## src/rtl/digit_scanner_pkg.sv

```systemverilog
// Shared constants and helpers for the multiplexed hex digit scanner.
package digit_scanner_pkg;

    localparam int NUM_DIGITS = 4;
    localparam int DIGIT_W    = 4;
    localparam int IDX_W      = $clog2(NUM_DIGITS);

    localparam logic [NUM_DIGITS-1:0] ANODES_OFF = 4'b1111;

    function automatic logic [NUM_DIGITS-1:0] anode_sel(
        input logic [IDX_W-1:0] idx
    );
        return ~(NUM_DIGITS'(1) << idx);
    endfunction

endpackage

```

## src/rtl/digit_scanner_tick.sv

```systemverilog
// Slot prescaler: free-running 0..CLK_DIV-1 counter with a wrap strobe.
module tick_gen #(
    parameter  int CLK_DIV = 100000,
    localparam int CW      = $clog2(CLK_DIV)
) (
    input  logic          clk,
    input  logic          reset,
    output logic [CW-1:0] count,
    output logic          tick
);

    assign tick = (count == CW'(CLK_DIV - 1));

    always_ff @(posedge clk) begin
        if (reset) begin
            count <= '0;
        end else if (tick) begin
            count <= '0;
        end else begin
            count <= count + CW'(1);
        end
    end

endmodule

```

## src/rtl/digit_scanner.sv

```systemverilog
// Four-digit multiplexed hex display driver with frame-aligned,
// tear-free value updates and optional leading-zero blanking.
module digit_scanner
    import digit_scanner_pkg::*;
#(
    parameter int CLK_DIV     = 100000,
    parameter int DEAD_CYCLES = 16
) (
    input  logic                          clk,
    input  logic                          reset,
    input  logic                          load,
    input  logic [NUM_DIGITS*DIGIT_W-1:0] value,
    input  logic                          blank_lz,
    output logic [DIGIT_W-1:0]            digit,
    output logic [NUM_DIGITS-1:0]         an,
    output logic                          pending
);

    localparam int CW = $clog2(CLK_DIV);
    localparam int VW = NUM_DIGITS * DIGIT_W;
    localparam logic [CW-1:0] DEAD = CW'(DEAD_CYCLES);

    logic [CW-1:0]         count;
    logic                  tick;
    logic [IDX_W-1:0]      idx;
    logic [VW-1:0]         disp;
    logic [VW-1:0]         shadow;
    logic                  frame;
    logic [NUM_DIGITS-1:0] blank;
    logic                  upper_zero;

    tick_gen #(
        .CLK_DIV (CLK_DIV)
    ) u_tick (
        .clk   (clk),
        .reset (reset),
        .count (count),
        .tick  (tick)
    );

    assign frame = tick && (idx == IDX_W'(NUM_DIGITS - 1));

    always_ff @(posedge clk) begin
        if (reset) begin
            idx     <= '0;
            disp    <= '0;
            shadow  <= '0;
            pending <= 1'b0;
        end else begin
            if (tick) begin
                idx <= idx + IDX_W'(1);
            end
            // A load on the boundary itself bypasses the shadow: newest wins.
            if (frame) begin
                if (load) begin
                    disp   <= value;
                    shadow <= value;
                end else if (pending) begin
                    disp <= shadow;
                end
                pending <= 1'b0;
            end else if (load) begin
                shadow  <= value;
                pending <= 1'b1;
            end
        end
    end

    // Digit k blanks when it and every digit above it are zero.
    always_comb begin
        blank      = '0;
        upper_zero = 1'b1;
        for (int k = NUM_DIGITS - 1; k >= 1; k--) begin
            upper_zero = upper_zero && (disp[k*DIGIT_W +: DIGIT_W] == '0);
            blank[k]   = blank_lz && upper_zero;
        end
    end

    always_comb begin
        digit = disp[idx*DIGIT_W +: DIGIT_W];
        an    = anode_sel(idx);
        if (reset) begin
            digit = '0;
            an    = ANODES_OFF;
        end else if (count < DEAD || blank[idx]) begin
            an = ANODES_OFF;
        end
    end

endmodule

```

## config.mk

```make
export PLATFORM = sky130hd
export DESIGN_NAME = digit_scanner
export DESIGN_NICKNAME = d
export VERILOG_FILES = /design/src/rtl/digit_scanner_pkg.sv /design/src/rtl/digit_scanner_tick.sv /design/src/rtl/digit_scanner.sv
export SDC_FILE = /design/constraint.sdc
export NUM_CORES = 1
export LEC_CHECK = 0
export ABC_AREA = 1
export CORE_ASPECT_RATIO = 0.8
export CORE_MARGIN = 1.5
export CORE_UTILIZATION = 40
export CTS_BUF_LIST = sky130_fd_sc_hd__clkbuf_4
export DETAILED_ROUTE_END_ITERATION = 10
export DONT_BUFFER_PORTS = 1
export PLACE_DENSITY = 0.54
export SLEW_MARGIN = 20
export SYNTH_ARGS = -nofsm -noshare
export SYNTH_HDL_FRONTEND = slang
export SYNTH_SLANG_ARGS = --single-unit
```

## constraint.sdc

```tcl
create_clock -name clk -period 2 [get_ports clk]
set_input_delay 0.3 -clock clk [delete_from_list [all_inputs] [get_ports clk]]
set_output_delay 0.3 -clock clk [all_outputs]
set_load 0.005 [all_outputs]
```

==> Word-level counts from Yosys, hierarchy flattened <==
Cells that the tools add are included.
{ "classes": {"n_shift": 2, "n_eq_ne": 2, "n_lt_le_gt_ge": 2, "reduce_logical": 14, "bitwise": 1, "n_mux": 7, "n_addsub": 2} }
{ "ops": {"columns": ["cell", "count"], "rows": [
  ["16-bit 2-to-1 mux", 2],
  ["17-bit by 1-bit adder with 17-bit output (second input constant)", 1],
  ["17-bit equality test (second input constant)", 1],
  ["17-bit by 5-bit < comparator with 1-bit output (second input constant)", 1],
  ["16-bit by 5-bit variable part select with 4-bit output", 1],
  ["4-bit logical NOT", 3],
  ["4-bit 2-to-1 mux", 3],
  ["1-bit logical AND", 6],
  ["4-bit NOT", 1],
  ["2-bit OR reduction", 2],
  ["1-bit by 2-bit << shifter with 4-bit output (first input constant)", 1],
  ["2-bit by 3-bit < comparator with 1-bit output (second input constant)", 1],
  ["2-bit by 1-bit adder with 2-bit output (second input constant)", 1],
  ["1-bit binary-select mux with 2-bit select", 1],
  ["2-bit equality test (second input constant)", 1],
  ["2-bit AND reduction", 1],
  ["2-bit nonzero test", 1],
  ["1-bit logical OR", 1],
  ["1-bit 2-to-1 mux", 1]
]} }
{ "totals": {"input_bits": 20, "wordCells": 35, "register_bits": 52, "output_inout_bits": 9} }

==> Depth between registers and ports, before layout <==
{ "depth": {"depth_word": 9, "mapped_depth": 9, "ltp_nobuf": 9} }

==> Modules after synthesis <==
From an unflattened synthesis, not the netlist that was laid out.
{ "unflattened": {"hier_cells": 362, "area_unflattened_um2": 2623.8} }
{ "modules_own_cells": {"columns": ["module", "instances", "area_per_inst_um2", "cells_per_inst", "seq_area_each_um2"], "rows": [
  ["digit_scanner", 1, 1675.4, 222, 700.7],
  ["tick_gen", 1, 948.4, 140, 340.3]
]} }

==> Worst setup path after synthesis <==
No wires, ideal clock.
{ "synth_path": {"kind": "reg-to-reg", "startpoint": "reg u_tick.count[0]", "endpoint": "reg disp[10]", "setup_time_ns": 0.113, "n_path_buf": 1, "period_less_slack_ns": 1.474, "required_time_ns": 1.887, "stages_incl_launch_ff": 10, "arrival_time_ns": 1.362, "setup_slack_ns": 0.526, "cell_sequence": "dfxtp_1 > ha_1 > nand2_2 > nor2_4 > nand3_1 > nor2_4 > buf_4 > nand4_1 > nand2_1 > nor2_1"} }
{ "synth_between": {"elab_chain_len": 3} }
{ "synth_rtl": {"columns": ["element", "line_no", "rtl"], "rows": [
  ["from (decl)", "digit_scanner_tick.sv:8", "output logic [CW-1:0] count,"],
  ["from (signal assigned)", "digit_scanner_tick.sv:20", "count <= count + CW'(1);"],
  ["17-bit equality test", "digit_scanner_tick.sv:12", "assign tick = (count == CW'(CLK_DIV - 1));"],
  ["1-bit logical AND", "digit_scanner.sv:41", "assign frame = tick && (idx == IDX_W'(NUM_DIGITS - 1));"],
  ["2-bit AND reduction (no source line)", null, null],
  ["to (signal assigned)", "digit_scanner.sv:56", "disp <= value;"],
  ["to (signal assigned)", "digit_scanner.sv:59", "disp <= shadow;"],
  ["to (decl)", "digit_scanner.sv:26", "logic [VW-1:0] disp;"]
]} }
No other way between the ends.
A chain may end at the register's enable or synchronous reset.

==> Worst setup path after layout <==
{ "layout_path": {"startpoint": "reg idx[1]", "endpoint": "out an[1]"} }
{ "layout_between": {"elab_chain_len": 5, "word_cells_on_any_way": 7, "classes_between": "1 x shift; 4 x mux; 1 x bitwise; 1 x reduce/logical"} }
{ "layout_rtl": {"columns": ["element", "line_no", "rtl"], "rows": [
  ["from (decl)", "digit_scanner.sv:25", "logic [IDX_W-1:0] idx;"],
  ["from (signal assigned)", "digit_scanner.sv:51", "idx <= idx + IDX_W'(1);"],
  ["1-bit binary-select mux with 2-bit select", "digit_scanner.sv:85", "end else if (count < DEAD || blank[idx]) begin"],
  ["1-bit 2-to-1 mux (implied by the code)", "digit_scanner.sv:85", null],
  ["1-bit logical OR", "digit_scanner.sv:85", null],
  ["4-bit 2-to-1 mux *", "digit_scanner.sv:85", null],
  ["4-bit 2-to-1 mux *", "digit_scanner.sv:82", "if (reset) begin"],
  ["to (decl)", "digit_scanner.sv:15", "output logic [NUM_DIGITS-1:0] an,"]
]} }
Mark *: on every way between the ends. The rest lies on a longest branch, timed or not. The select of a mux whose other input is x is not followed.

==> results.json <==
{
  "antenna_found_initial": 0,
  "dr.pass1.iters": 4,
  "drc": 0,
  "critPathArrivalTime_ps": 1550,
  "leakage_nw": 1.04,
  "ys_types": 31,
  "ctsHtreeMaxLevel": 2,
  "criticalPathCategory": "flip-flop to output port",
  "syn_area_sq_mm": 0.00247,
  "critical_path.max_fanout": 8,
  "overflow": 0,
  "die_area_sq_mm": 0.00667,
  "fin_crit_ps": 1850,
  "ir_drop_mv": 0.358,
  "grt_setup_unrepaired": "no",
  "synth-seq-cells": 52,
  "setup_viol": 0,
  "avgRoutedWirePerCell_microns": 13.0,
  "slew_headroom_pct": 51.0,
  "dieWidth_microns": 90.9,
  "fmax_mhz": 539,
  "ios": 29,
  "grtUsageTotal_pct": 16.7,
  "area_delta_synth_final_pct": 7.03,
  "drive_gt1_share_pct": 10.7,
  "place_ws_ps": 220,
  "gp_congestion": 0.852,
  "outcome": "finished clean",
  "grt_pass1_wl_microns": 8890,
  "numCtsBuffers": 5,
  "grt_pass1_vias": 1828,
  "grt_max_degree": 19,
  "cts_tree": "yes",
  "cts_sinks": 52,
  "drv_cap": 0,
  "drv_slew": 0,
  "power_density_mw_per_mm2": 703,
  "post-route-period-util_pct": 92.7,
  "clkTransAtPathRegs_ps": 160,
  "fp.coreArea_sq_mm": 0.00594,
  "first_iter_violations": 90,
  "fin_ws_ps": 146,
  "cts_root_buf": "clkbuf_4",
  "ys_top_cells_by_area": "dfxtp_1 42%, nor2_1 12%, mux2i_1 6.5%",
  "antennaDiodeCount": 0,
  "post-dp-hpwl_microns": 3650,
  "synth_warnings": 0,
  "final_core_util_pct": 44.6,
  "hold_path.class": "primary input to flip-flop",
  "ys_seq_area_share_pct": 42.1,
  "initial_core_util_pct": 41.6,
  "syn_avg_cell_area_sq_um": 7.73,
  "required_ps": 1700,
  "routed_wl_microns": 5190,
  "worstMarginPinSlew_ps": 733,
  "die_h_microns": 73.4,
  "std_cell_rows": 25,
  "synth_nets": 345,
  "viasPerCell": 5.02,
  "hold_viol_final": 0,
  "cp-start-kind": "flip-flop",
  "nets": 344,
  "synthCells": 320,
  "synth_top_area_share_pct": 42.1,
  "finClkSkew_ps": 24.2,
  "clock_latency_ps": 360,
  "clockBufferDepth": 2,
  "port_buffers": 0,
  "route.vias.total": 2008,
  "hold_ws_ps": 96.2,
  "synth_ff_type": "dfxtp_1",
  "fin_setup_tns_ps": 0,
  "yosysTopAreaCell": "dfxtp_1",
  "ant_nets": 0,
  "async_flop_share_pct": 0,
  "endpoint_kind": "output port",
  "synth_edf_count": 0
}
## what timing repair did
item / CTS / global route
resized for setup: 2 / 1
hold endpoints to repair: 17 / 0
cloned: 0 / 0
setup endpoints to repair: 4 / 4
hold buffers: 1 / 0
buffers inserted: 0 / 2
## logic make-up (layout without fill, tap and decap cells)
family	after synthesis	after routing	share of synthesized area, %
buf+inv	37	36	6.47
compound gates	25	25	5.26
simple gates	176	176	34.0
fa+ha+maj	5	5	2.53
xor+xnor	9	9	3.19
flops	52	52	42.1
mux	16	16	6.47
## state kept, by name, summed over array words and instances, names as in the netlist
signal,count
u_tick.count,17
disp,16
shadow,16
idx,2
pending,1
## synthesized netlist by cell type (2+ instances only)
cell / n
a21oi_1: 14
buf_1: 2
buf_2: 4
buf_4: 2
clkbuf_1: 3
dfxtp_1: 52
ha_1: 5
inv_1: 19
inv_2: 5
mux2i_1: 16
nand2_1: 37
nand2_2: 3
nand3_1: 18
nand4_1: 21
nor2_1: 77
nor2_2: 5
nor2_4: 4
nor3_1: 4
nor3_2: 2
o21ai_0: 9
xnor2_1: 2
xor2_1: 7
## path summary, 6_finish.rpt
kind / to / depth (start not counted) / slack [ps] / from
max: an[1] / 5 / 150 / idx[1]$_SDFFE_PP0P_
min: shadow[10]$_SDFFE_PP0P_ / 2 / 100 / value[10]
max reg2reg: disp[4]$_SDFFE_PP0P_ / 8 / 340 / u_tick.count[0]$_SDFF_PP0_
min reg2reg: u_tick.count[0]$_SDFF_PP0_ / 1 / 450 / u_tick.count[0]$_SDFF_PP0_
## critical path: stages, from the launching register on
cell,delay [ps]
dfxtp_2,440
inv_1,150
o21ai_0,190
nand3_1,100
and2_1,200
nand3_1,130
## layer usage
| metal | track usage (%) | wire, microns | vias up |
|---|---|---|---|
| li1 | - | - | 1044 |
| met1 | 25.9 | 2900 | 917 |
| met2 | 23.1 | 2010 | 43 |
| met3 | 3.62 | 238 | 4 |
| met4 | 3.65 | 35 | 0 |
| met5 | 0 | 0 | - |
## stage by stage
| stage | power [mW] | instances | area (sq um) |
|---|---|---|---|
| after global routing | 1.93 | 400 | 2650 |
| after CTS | 1.89 | 398 | 2630 |
| final | 1.86 | 400 | 2650 |
| after detailed placement | 1.17 | 390 | 2520 |
| after floorplan | 1.17 | 320 | 2470 |
| after global placement | 1.17 | 390 | 2520 |
## where the power goes
group          internal [mW]  switching, mW
Sequential              1.06        0.00903
Combinational         0.0325         0.0553
Clock                  0.383          0.321
Total                   1.48          0.385
## final cells by class
class	count	area, sq um
fill	623	3290
multi-input combinational	231	1270
sequential	52	1050
tap	81	101
inverter	24	90.1
clock inverter	2	60.1
timing repair buffer	5	40.0
clock buffer	5	37.5
## placed cells by master, fill, tap and decap left out, types with 2 or more instances in the layout
| master | n |
|---|---|
| nor2_1 | 77 |
| dfxtp_1 | 50 |
| nand2_1 | 37 |
| nand4_1 | 21 |
| inv_1 | 19 |
| nand3_1 | 18 |
| mux2i_1 | 16 |
| a21oi_1 | 14 |
| o21ai_0 | 9 |
| xor2_1 | 7 |
| inv_2 | 5 |
| nor2_2 | 5 |
| ha_1 | 5 |
| clkbuf_4 | 5 |
| nor3_1 | 4 |
| nor2_4 | 4 |
| buf_4 | 4 |
| nand2_2 | 3 |
| nor3_2 | 2 |
| xnor2_1 | 2 |
| bufinv_16 | 2 |
(Power assumes the default switching activity.)
